==> src/rtl/odd_parity_serial_tx.sv <==
// ----------------------------------------------------------------------------
// odd_parity_serial_tx
//
// Serialiser that accepts a parallel word over a valid/ready handshake and
// sends it as one framed serial line: a start bit (0), the data bits LSB
// first, an odd parity bit, and a stop bit (1). Each bit is held on the line
// for CLKS_PER_BIT clock cycles. The parity bit is the XNOR-reduce of the
// data bits, so data plus parity always contain an odd number of ones.
//
// Parameters:
//   DATA_W        number of data bits per frame (>= 1)
//   CLKS_PER_BIT  clock cycles per serial bit (>= 1)
//
// Ports:
//   clk       input   system clock, rising edge
//   rst_n     input   asynchronous active-low reset
//   in_data   input   word to transmit, sampled only on an accepted handshake
//   in_valid  input   in_data is valid
//   in_ready  output  block can accept a word this cycle (state is IDLE)
//   tx        output  serial line, registered, idles at 1
//   busy      output  a frame is in progress (state is not IDLE)
// ----------------------------------------------------------------------------
module odd_parity_serial_tx #(
    parameter int DATA_W       = 8,
    parameter int CLKS_PER_BIT = 16
) (
    input  logic              clk,
    input  logic              rst_n,
    input  logic [DATA_W-1:0] in_data,
    input  logic              in_valid,
    output logic              in_ready,
    output logic              tx,
    output logic              busy
);

    // Counters are at least one bit wide so the single-cycle-per-bit and
    // single-data-bit configurations still have a legal register.
    localparam int CW = (CLKS_PER_BIT > 1) ? $clog2(CLKS_PER_BIT) : 1;
    localparam int BW = (DATA_W > 1) ? $clog2(DATA_W) : 1;

    localparam logic [CW-1:0] CLK_LAST = CW'(CLKS_PER_BIT - 1);
    localparam logic [BW-1:0] BIT_LAST = BW'(DATA_W - 1);

    typedef enum logic [2:0] {
        IDLE,
        START,
        DATA,
        PARITY,
        STOP
    } state_t;

    state_t            state_q;
    logic [CW-1:0]     clk_cnt_q;
    logic [BW-1:0]     bit_cnt_q;
    logic [DATA_W-1:0] shift_q;
    logic [DATA_W-1:0] shift_d;
    logic              par_q;
    logic              tx_q;
    logic              busy_q;
    logic              ready_q;
    logic              clk_last;

    // Next shift-register value and the end-of-bit-period strobe. The line
    // value for the next data bit is taken from the already-shifted word so
    // that a one-bit data path never indexes past the top of the register.
    always_comb begin
        shift_d  = shift_q >> 1;
        clk_last = (clk_cnt_q == CLK_LAST);
    end

    // Frame sequencer. Every output is registered here, and the value loaded
    // into tx_q is the level for the bit period that starts on the next cycle,
    // so tx changes exactly on bit boundaries with no combinational path from
    // the inputs. ready_q and busy_q are updated on the same edges as the
    // state so they always mirror IDLE / not-IDLE.
    always_ff @(posedge clk or negedge rst_n) begin
        if (!rst_n) begin
            state_q   <= IDLE;
            clk_cnt_q <= '0;
            bit_cnt_q <= '0;
            shift_q   <= '0;
            par_q     <= 1'b0;
            tx_q      <= 1'b1;
            busy_q    <= 1'b0;
            ready_q   <= 1'b1;
        end else begin
            case (state_q)
                IDLE: begin
                    tx_q      <= 1'b1;
                    clk_cnt_q <= '0;
                    bit_cnt_q <= '0;
                    if (in_valid && ready_q) begin
                        shift_q <= in_data;
                        par_q   <= ~^in_data;
                        state_q <= START;
                        tx_q    <= 1'b0;
                        busy_q  <= 1'b1;
                        ready_q <= 1'b0;
                    end
                end

                START: begin
                    if (clk_last) begin
                        clk_cnt_q <= '0;
                        state_q   <= DATA;
                        tx_q      <= shift_q[0];
                    end else begin
                        clk_cnt_q <= clk_cnt_q + 1'b1;
                    end
                end

                DATA: begin
                    if (clk_last) begin
                        clk_cnt_q <= '0;
                        shift_q   <= shift_d;
                        if (bit_cnt_q == BIT_LAST) begin
                            bit_cnt_q <= '0;
                            state_q   <= PARITY;
                            tx_q      <= par_q;
                        end else begin
                            bit_cnt_q <= bit_cnt_q + 1'b1;
                            tx_q      <= shift_d[0];
                        end
                    end else begin
                        clk_cnt_q <= clk_cnt_q + 1'b1;
                    end
                end

                PARITY: begin
                    if (clk_last) begin
                        clk_cnt_q <= '0;
                        state_q   <= STOP;
                        tx_q      <= 1'b1;
                    end else begin
                        clk_cnt_q <= clk_cnt_q + 1'b1;
                    end
                end

                STOP: begin
                    tx_q <= 1'b1;
                    if (clk_last) begin
                        clk_cnt_q <= '0;
                        state_q   <= IDLE;
                        busy_q    <= 1'b0;
                        ready_q   <= 1'b1;
                    end else begin
                        clk_cnt_q <= clk_cnt_q + 1'b1;
                    end
                end

                default: begin
                    state_q   <= IDLE;
                    clk_cnt_q <= '0;
                    bit_cnt_q <= '0;
                    tx_q      <= 1'b1;
                    busy_q    <= 1'b0;
                    ready_q   <= 1'b1;
                end
            endcase
        end
    end

    assign tx       = tx_q;
    assign busy     = busy_q;
    assign in_ready = ready_q;

endmodule

==> config.mk <==
export PLATFORM = sky130hd
export DESIGN_NAME = odd_parity_serial_tx
export DESIGN_NICKNAME = d
export VERILOG_FILES = /design/src/rtl/odd_parity_serial_tx.sv
export SDC_FILE = /design/constraint.sdc
export NUM_CORES = 1
export LEC_CHECK = 0
export CORE_MARGIN = 3
export CORE_UTILIZATION = 25
export CTS_BUF_LIST = sky130_fd_sc_hd__clkbuf_4
export CTS_CLUSTER_SIZE = 25
export DETAILED_ROUTE_END_ITERATION = 16
export RECOVER_POWER = 100
export SYNTH_ARGS = -nofsm -noshare
export SYNTH_HDL_FRONTEND = slang
export SYNTH_SLANG_ARGS = --single-unit
export TNS_END_PERCENT = 30
==> constraint.sdc <==
create_clock -name clk -period 2 [get_ports clk]
set_input_delay 0.5 -clock clk [delete_from_list [all_inputs] [get_ports clk]]
set_output_delay 0.5 -clock clk [all_outputs]
set_load 0.01 [all_outputs]
==> results of run 1 <==
[cells by family (layout without fill, tap and decap cells)]
| kind of cell | count (synthesis) | after routing | share of synthesized area |
|---|---|---|---|
| mux | 1 | 1 | 0.009900 |
| fa+ha+maj | 3 | 3 | 0.03301 |
| xor+xnor | 10 | 10 | 0.07701 |
| simple gates | 28 | 28 | 0.1342 |
| compound gates | 36 | 36 | 0.1903 |
| flops | 22 | 22 | 0.4862 |
| buf+inv | 17 | 33 | 0.06930 |
[power by group through the flow]
stage,clock (mW),sequential [mW],combinational (mW)
2_1_floorplan,0,0.453,0.0227
3_3_place_gp,0,0.453,0.0614
3_5_place_dp,0,0.453,0.0617
4_1_cts,0.213,0.445,0.0620
5_1_grt,0.235,0.445,0.0646
6_report,0.206,0.445,0.0588
[final timing paths]
path | endpoint | startpoint | cells past startpoint
worst min register to register | par_q | par_q | 2
worst min-delay path | par_q | par_q | 2
worst max-delay path | in_ready | in_ready | 1
worst max register to register | shift_q[7] | clk_cnt_q[0] | 5
min in group asynchronous | shift_q[6] | rst_n | 2
max in group asynchronous | bit_cnt_q[1] | rst_n | 2
[flip-flops by register name, summed over array words and instances, names as in the netlist]
| signal | cells |
|---|---|
| in_ready | 1 |
| clk_cnt_q | 4 |
| tx | 1 |
| state_q | 3 |
| bit_cnt_q | 3 |
| busy | 1 |
| par_q | 1 |
| shift_q | 8 |
[worst register-to-register path, cell delays in order (launching register included)]
cell and delay, ns:
dfrtp_1 0.41, ha_1 0.24, nand3_1 0.23, or3_1 0.42, and2_2 0.26, a22o_1 0.20
[cell type report]
cell class / instances / area, µm² / share of cell area
flip-flops and latches: 22 / 553.0 / 0.4150
multi-input cells: 78 / 491.7 / 0.3690
repair buffers: 18 / 157.7 / 0.1183
well taps: 50 / 62.56 / 0.04695
inverters: 11 / 41.29 / 0.03099
clock buffers: 3 / 22.52 / 0.01690
clock inverters: 1 / 3.754 / 0.002817
[metal layers]
layer  wire [µm]  part of all wire  GRT usage  up-vias
met2        1166              0.50     0.1624        8
met3          37             0.016    0.01231        3
met1        1094              0.47     0.1324      441
met5           0                 0          0        -
met4          23            0.0099    0.03018        0
li1            -                 -          -      446
[cell usage after synthesis, types with 2 or more instances]
master and instances:
buf_6 2, nor3_1 2, nor4_1 2, nand3_1 2
xor2_1 3, a22oi_1 2, o22ai_1 8, o21ai_0 6
ha_1 3, a31oi_1 3, inv_1 11, clkbuf_1 4
dfstp_2 2, nand2_1 6, o2bb2ai_1 3, nor2_1 8
a21oi_1 12, xnor2_1 7, dfrtp_1 20
[through the flow]
stage	setup TNS, ns	hold slack (ns)	cell area [µm²]
6_report	0	0.5051	1333
5_1_grt	0	0.5314	1333
4_1_cts	0	0.5073	1356
3_5_place_dp	-0.04230	0.4779	1330
3_3_place_gp	-0.005652	0.4790	1330
2_1_floorplan	0	0.2044	1137
==> out/metrics.csv, run 1 <==
stage,metric,value,unit
min_path,hold_path.class,register to register,
sta,finalCriticalPeriod,1.933,ns
die,io_pins,14,
sta,max_freq,0.5173,GHz
grt,antenna_found_initial,0,
sta,hold_viol_final,0,
yosys,synthCells,117,
yosys,ys_ff_latch,22,
routing,via_per_inst,4.907,
placement,dp_slack,-0.02227,ns
yosys,synth_area_leaders,"dfrtp_1 44%, xnor2_1 5.4%, a21oi_1 5.3%, dfstp_2 4.6%, o22ai_1 4.4%",
final_layout,final_cell_mix,"20 x dfrtp_1, 12 x a21oi_1, 11 x inv_1, 11 x clkdlybuf4s50_1",
yosys,yosysTopAreaCellShare,0.4400,
cts,ctsHoldBuffers,0,
yosys,ys_seq_area_frac,0.4862,
grt,track_usage,0.09798,
worst_setup_path,critPathTopFamily,flip-flops,
yosys,synth_edf_count,0,
sta,rsz0062_at_grt,no,
yosys,ys_async_sr_fraction,1.000,
power,swShare,0.2240,
die,die_x,73.45,µm
final_layout,n_antenna_cell,0,
final_layout,nets,148,
worst_setup_path,r2r_slack,0.15,ns
power,p_int,0.5510,mW
worst_setup_path,end_kind,primary output,
job,cap_viol_max_count,0,
cts,cts_resized,0,
final_layout,layout_commonest_cell,dfrtp_1,
power,ir_worst_vdd,0.2830,mV
sta,slew_headroom,0.2104,
final_layout,layout-drive-gt1-share,0.06015,
worst_setup_path,cp_max_fo,5,
worst_setup_path,cp.arrival,1.43,ns
yosys,synth.distinct_cells,30,
placement,port_buffers,13,
yosys,synthesis.area,1137,µm²
sta,report.final.slew_viol_count,0,
cts,post_cts_buffers,0,
cts,cts_tree,built,
worst_setup_path,path_cells,clkdlybuf4s50_1,
worst_setup_path,cp_slowest_cell,dfstp_2,
cts,cts.root.buffer_cell,clkbuf_4,
routing,ant_nets,0,
yosys,yosysWarnings,0,
grt,grt_max_degree,23,
worst_setup_path,path_buf_inv,1,
status,status,completed,
worst_setup_path,start_kind,register,
cts,clock_latency,0.31,ns
yosys,postSynthNetCount,131,
final_layout,final_util,0.3172,
power,seq_power_share,0.626,
cts,ctsLongestPathBuffers,2,
power,total_power,0.7100,mW
final_layout,finalNonFillerCells,183,
die,die_area,5395,µm²
placement,globalplace.congestion,0.7948,
die,core_area,4202,µm²
routing,drt_wl_total,2322,µm
power,pwr_density_cell,532.8,nW/µm²
routing,routedWlPerCell,12.69,µm
routing,detail_route.iter0.violations,12,
cts,clock_sinks,22,
routing,dr.pass1.iters,4,
cts,h-tree-depth,1,
routing,vias,898,
worst_setup_path,crit_type,register to primary output,
sta,fin_ws,0.06673,ns
die,start_util,0.2707,
final_layout,n_fill_cell,452,
power,power_switching,0.1590,mW
placement,dpl.hpwl,1758,µm
sta,worst_pin_slew,1.184,ns
die,die_y,73.45,µm
power,pwr-share-clk,0.291,
routing,drcViolationCount,0,
worst_setup_path,slowest_delay,0.59,ns
cts,clkTransAtPathRegs,0.13,ns
power,p_leak,0.5616,nW
cts,numCtsBuffers,3,
yosys,syn_avg_cell_area,9.721,µm²
grt,grt_pass1_vias,949,
placement,dp_cells,179,
yosys,synth_area_leader_cell,dfrtp_1,
sta,period_share,0.9666,
sta,setup_viol,0,
power,combPwrFrac,0.083,
die,fp-row-count,23,
worst_setup_path,worst_ep_required_time,1.50,ns
yosys,ys.flop_type,dfrtp_1,
grt,gr-total-overflow,0,
grt,grt_first_pass_wirelength,4278,µm
sta,fin_skew,0.01421,ns
final_layout,syn_to_final_growth,17.16,%
Power figures use the tool's default switching activity.
==> run 2: changes to the inputs <==
==> constraint.sdc (replaced) <==
create_clock -name clk -period 2 [get_ports clk]
set_input_delay 0.4 -clock clk [delete_from_list [all_inputs] [get_ports clk]]
set_output_delay 0.4 -clock clk [all_outputs]
set_load 0.01 [all_outputs]
==> run 2 against run 1 <==
  * Worst hold slack improved by 0.0076 ns
  * Largest cell class unchanged
  * Count of clock-buffer cells in the layout unchanged
  * Cell count decreased by 0.55%
==> out/metrics.csv, run 2 (synthesis results as in run 1) <==
stage,metric,value,unit
status,status,completed,
sta,rsz0062_at_grt,no,
sta,hold_slack,0.5127,ns
job,cap_viol_max_count,0,
sta,setup-tns-final,0,ns
die,die_area,5395,µm²
cts,cts_tree,built,
grt,grt_pass1_vias,943,
final_layout,nets,147,
routing,vias,890,
final_layout,layout_commonest_cell,dfrtp_1,
final_layout,largest_reg_flops,8,
sta,worst_pin_slew,1.197,ns
routing,ant_nets,0,
worst_setup_path,worst_ep_required_time,2.21,ns
final_layout,syn_to_final_growth,17.05,%
worst_setup_path,crit_type,register to register,
die,fp-row-count,23,
worst_setup_path,reg2regPathDepth,5,
routing,drcViolationCount,0,
worst_setup_path,cp-startpoint,clk_cnt_q[0],
cts,clock_sinks,22,
grt,grt_first_pass_wirelength,4105,µm
final_layout,layout-drive-gt1-share,0.07576,
cts,clock_latency,0.31,ns
die,io_pins,14,
worst_setup_path,end_kind,register,
grt,track_usage,0.09424,
final_layout,final_cell_mix,"20 x dfrtp_1, 12 x a21oi_1, 11 x inv_1, 10 x clkdlybuf4s50_1",
grt,grt_max_degree,23,
grt,gr-total-overflow,0,
worst_setup_path,cp.arrival,2.10,ns
power,power_switching,0.1661,mW
sta,period_share,0.9423,
worst_setup_path,start_kind,register,
power,p_int,0.5514,mW
sta,slew_headroom,0.2019,
worst_setup_path,regToRegStartpoint,clk_cnt_q[0],
placement,port_buffers,13,
cts,clkTransAtPathRegs,0.13,ns
routing,via_per_inst,4.890,
min_path,hold_depth,1,
routing,drt_wl_total,2342,µm
die,die_y,73.45,µm
cts,h-tree-depth,1,
cts,cts.root.buffer_cell,clkbuf_4,
final_layout,regMostFlops,shift_q,
power,ir_worst_vdd,0.2081,mV
cts,ctsHoldBuffers,0,
cts,cts_resized,0,
grt,antenna_found_initial,0,
sta,finalCriticalPeriod,1.885,ns
sta,max_freq,0.5306,GHz
die,start_util,0.2707,
sta,report.final.slew_viol_count,0,
worst_setup_path,cp_max_fo,8,
final_layout,n_antenna_cell,0,
power,pwr-share-clk,0.298,
placement,dpl.hpwl,1744,µm
sta,setup_viol,0,
die,core_area,4202,µm²
power,pwr_density_cell,539.0,nW/µm²
final_layout,top_regs,"shift_q: 8 flops, clk_cnt_q: 4 flops",
power,combPwrFrac,0.082,
power,seq_power_share,0.620,
sta,hold_viol_final,0,
power,p_leak,0.5579,nW
placement,globalplace.congestion,0.7634,
routing,detail_route.iter0.violations,12,
sta,fin_skew,0.004733,ns
min_path,hold_path.class,register to register,
routing,dr.pass1.iters,4,
min_path,hold_start,clk_cnt_q[0],
routing,routedWlPerCell,12.87,µm
power,swShare,0.2315,
cts,numCtsBuffers,3,
cts,post_cts_buffers,0,
die,die_x,73.45,µm
cts,ctsLongestPathBuffers,2,
## run 2: layout make-up
cell class              instances  area, µm²
clock buffers                   3      22.52
clock inverters                 1      3.754
fillers                       457       2870
inverters                      11      41.29
multi-input cells              78      491.7
flip-flops and latches         22      553.0
well taps                      50      62.56
repair buffers                 17      156.4
## run 2: final timing paths
| kind | slack [ns] | end |
|---|---|---|
| max | 0.12 | shift_q[7] |
| min | 0.51 | clk_cnt_q[0] |
| max reg2reg | 0.12 | shift_q[7] |
| min reg2reg | 0.51 | clk_cnt_q[0] |
| max in group asynchronous | 0.46 | shift_q[5] |
| min in group asynchronous | 0.83 | busy |
## run 2: routing by layer
layer	share of wire	track usage	vias to the layer above	wire length, µm
li1	-	-	444	-
met4	0.013	0.04024	0	31
met2	0.50	0.1565	7	1176
met5	0	0	-	0
met1	0.47	0.1220	437	1106
met3	0.012	0.01231	2	29
## run 2: through the flow
stage	power, mW	util	cell area, µm²	std cells	setup slack, ns
3_3_place_gp	0.5147	0.3148	1323	178	0.07001
3_5_place_dp	0.5146	0.3148	1323	178	0.05709
4_1_cts	0.7283	0.3210	1349	182	0.1204
5_1_grt	0.7534	0.3169	1331	182	0.04526
6_report	0.7176	0.3169	1331	182	0.1154
2_1_floorplan	0.4761	-	1137	117	0.2286
## run 2: power groups by stage
stage | registers (mW) | logic, mW | clock network, mW
after floorplan | 0.453 | 0.0227 | 0
after global placement | 0.453 | 0.0614 | 0
after detailed placement | 0.453 | 0.0614 | 0
after CTS | 0.445 | 0.0617 | 0.222
after global routing | 0.445 | 0.0651 | 0.243
final | 0.445 | 0.0587 | 0.214
## run 2: worst max-delay path: stages, from the launching register on
cell and delay, ns:
dfrtp_1 0.41, ha_1 0.24, nand3_1 0.24, or3_1 0.43, and2_2 0.26, a22o_1 0.20
==> run 3: changes to the inputs <==
- REMOVE_ABC_BUFFERS: unset -> 1
==> run 3 against run 2 <==
  * Sequential power barely moved
  * Wire length fell by 8.1%
  * Sequential share of layout area fell by 0.39 points
  * Register-to-register slack better by 0.09 ns
  * Clock power shrank 7%
  * Die area unchanged
  * Via count fell by 2.4%
  * Cell count grew 1.1%
  * Critical path type is now register to primary output
  * Largest power group unchanged
==> out/metrics.csv, run 3 (synthesis results as in run 1) <==
stage,metric,value,unit
worst_setup_path,r2r_slack,0.21,ns
final_layout,regMostFlops,shift_q,
sta,hold_viol_final,0,
cts,cts_tree,built,
grt,grt_pass1_vias,925,
final_layout,layout_commonest_cell,dfrtp_1,
job,cap_viol_max_count,0,
sta,period_share,0.9288,
worst_setup_path,path_cells,clkdlybuf4s50_1,
worst_setup_path,reg2regPathDepth,5,
power,ir_worst_vdd,0.1670,mV
worst_setup_path,cp.arrival,1.46,ns
worst_setup_path,slowest_delay,0.60,ns
worst_setup_path,cp_max_fo,5,
final_layout,n_antenna_cell,0,
sta,max_freq,0.5383,GHz
placement,dpl_cell_area,1338,µm²
final_layout,nets,149,
die,fp-row-count,23,
routing,drcViolationCount,0,
worst_setup_path,critPathTopFamily,flip-flops,
final_layout,final_cell_mix,"20 x dfrtp_1, 12 x a21oi_1, 11 x inv_1, 9 x clkdlybuf4s50_1",
final_layout,final_util,0.3198,
sta,rsz0062_at_grt,no,
worst_setup_path,cp-startpoint,in_ready,
cts,ctsLongestPathBuffers,2,
cts,clkTransAtPathRegs,0.12,ns
worst_setup_path,path_buf_inv,1,
placement,port_buffers,13,
grt,gr-total-overflow,0,
routing,ant_nets,0,
power,p_leak,0.5675,nW
worst_setup_path,cp-endpoint,in_ready,
placement,dpl.hpwl,1735,µm
worst_setup_path,crit_type,register to primary output,
cts,clock_sinks,22,
routing,drt_wl_total,2152,µm
final_layout,top_regs,"shift_q: 8 flops, clk_cnt_q: 4 flops",
routing,routedWlPerCell,11.70,µm
grt,grt_first_pass_wirelength,3960,µm
worst_setup_path,regToRegStartpoint,clk_cnt_q[0],
final_layout,final_area,1344,µm²
routing,dr.pass1.iters,4,
cts,clock_latency,0.30,ns
power,pwr_density_cell,519.9,nW/µm²
cts,numCtsBuffers,3,
cts,cts_resized,0,
routing,vias,869,
grt,antenna_found_initial,0,
min_path,hold_path.class,input port to asynchronous set/reset pin,
grt,grt_max_degree,13,
final_layout,syn_to_final_growth,18.15,%
cts,h-tree-depth,1,
cts,ctsHoldBuffers,0,
sta,report.final.slew_viol_count,0,
worst_setup_path,cp.depth,1,
die,core_area,4202,µm²
sta,finalCriticalPeriod,1.858,ns
placement,globalplace.congestion,0.8595,
grt,track_usage,0.09284,
die,io_pins,14,
die,die_area,5395,µm²
routing,detail_route.iter0.violations,45,
final_layout,largest_reg_flops,8,
sta,worst_pin_slew,0.6202,ns
sta,setup_viol,0,
worst_setup_path,cp_slowest_cell,dfstp_1,
status,status,completed,
die,die_y,73.45,µm
die,die_x,73.45,µm
cts,cts.root.buffer_cell,clkbuf_4,
cts,post_cts_buffers,0,
sta,slew_headroom,0.5865,
sta,setup-tns-final,0,ns
sta,fin_skew,0.004665,ns
worst_setup_path,start_kind,register,
worst_setup_path,reg2reg_to,shift_q[7],
routing,via_per_inst,4.723,
worst_setup_path,end_kind,primary output,
final_layout,layout-drive-gt1-share,0.07463,
die,start_util,0.2707,
worst_setup_path,worst_ep_required_time,1.60,ns
run 3: power by group:
part | total [mW] | internal, mW | switching (mW)
clock network | 0.198 | 0.0727 | 0.125
registers | 0.445 | 0.445 | 0
logic | 0.0559 | 0.0319 | 0.0241
run 3: area by class of cell:
| cell class | instances | area, µm² |
|---|---|---|
| Fill cell | 428 | 2858 |
| Clock buffer | 3 | 22.52 |
| Sequential cell | 22 | 553.0 |
| Timing Repair Buffer | 19 | 167.7 |
| Clock inverter | 1 | 3.754 |
| Multi-Input combinational cell | 78 | 493.0 |
| Inverter | 11 | 41.29 |
| Tap cell | 50 | 62.56 |
run 3: worst min path at each step:
stage / start / to / slack (ns) / depth (start not counted)
after global placement: par_q / par_q / 0.46 / 2
after detailed placement: par_q / par_q / 0.48 / 2
after CTS: rst_n / state_q[1] / 0.41 / 1
after floorplan: rst_n / bit_cnt_q[0] / 0.10 / 0
after global routing: rst_n / state_q[1] / 0.50 / 1
final: rst_n / state_q[1] / 0.48 / 1
run 3: metrics by stage:
step | std cells | setup slack, ns | power [mW] | hold slack, ns
2_1_floorplan | 111 | 0.3066 | 0.4761 | 0.1044
3_3_place_gp | 180 | 0.0007847 | 0.5116 | 0.4648
3_5_place_dp | 180 | -0.01003 | 0.5121 | 0.4759
4_1_cts | 184 | 0.1746 | 0.7098 | 0.4145
5_1_grt | 184 | 0.06546 | 0.7304 | 0.5014
6_report | 184 | 0.1424 | 0.6986 | 0.4815
run 3: routing by layer:
layer	track usage	share of wire	vias to the layer above
met3	0.01642	0.035	4
li1	-	-	442
met4	0.04225	0.013	0
met5	0	0	-
met2	0.1555	0.51	17
met1	0.1151	0.44	406
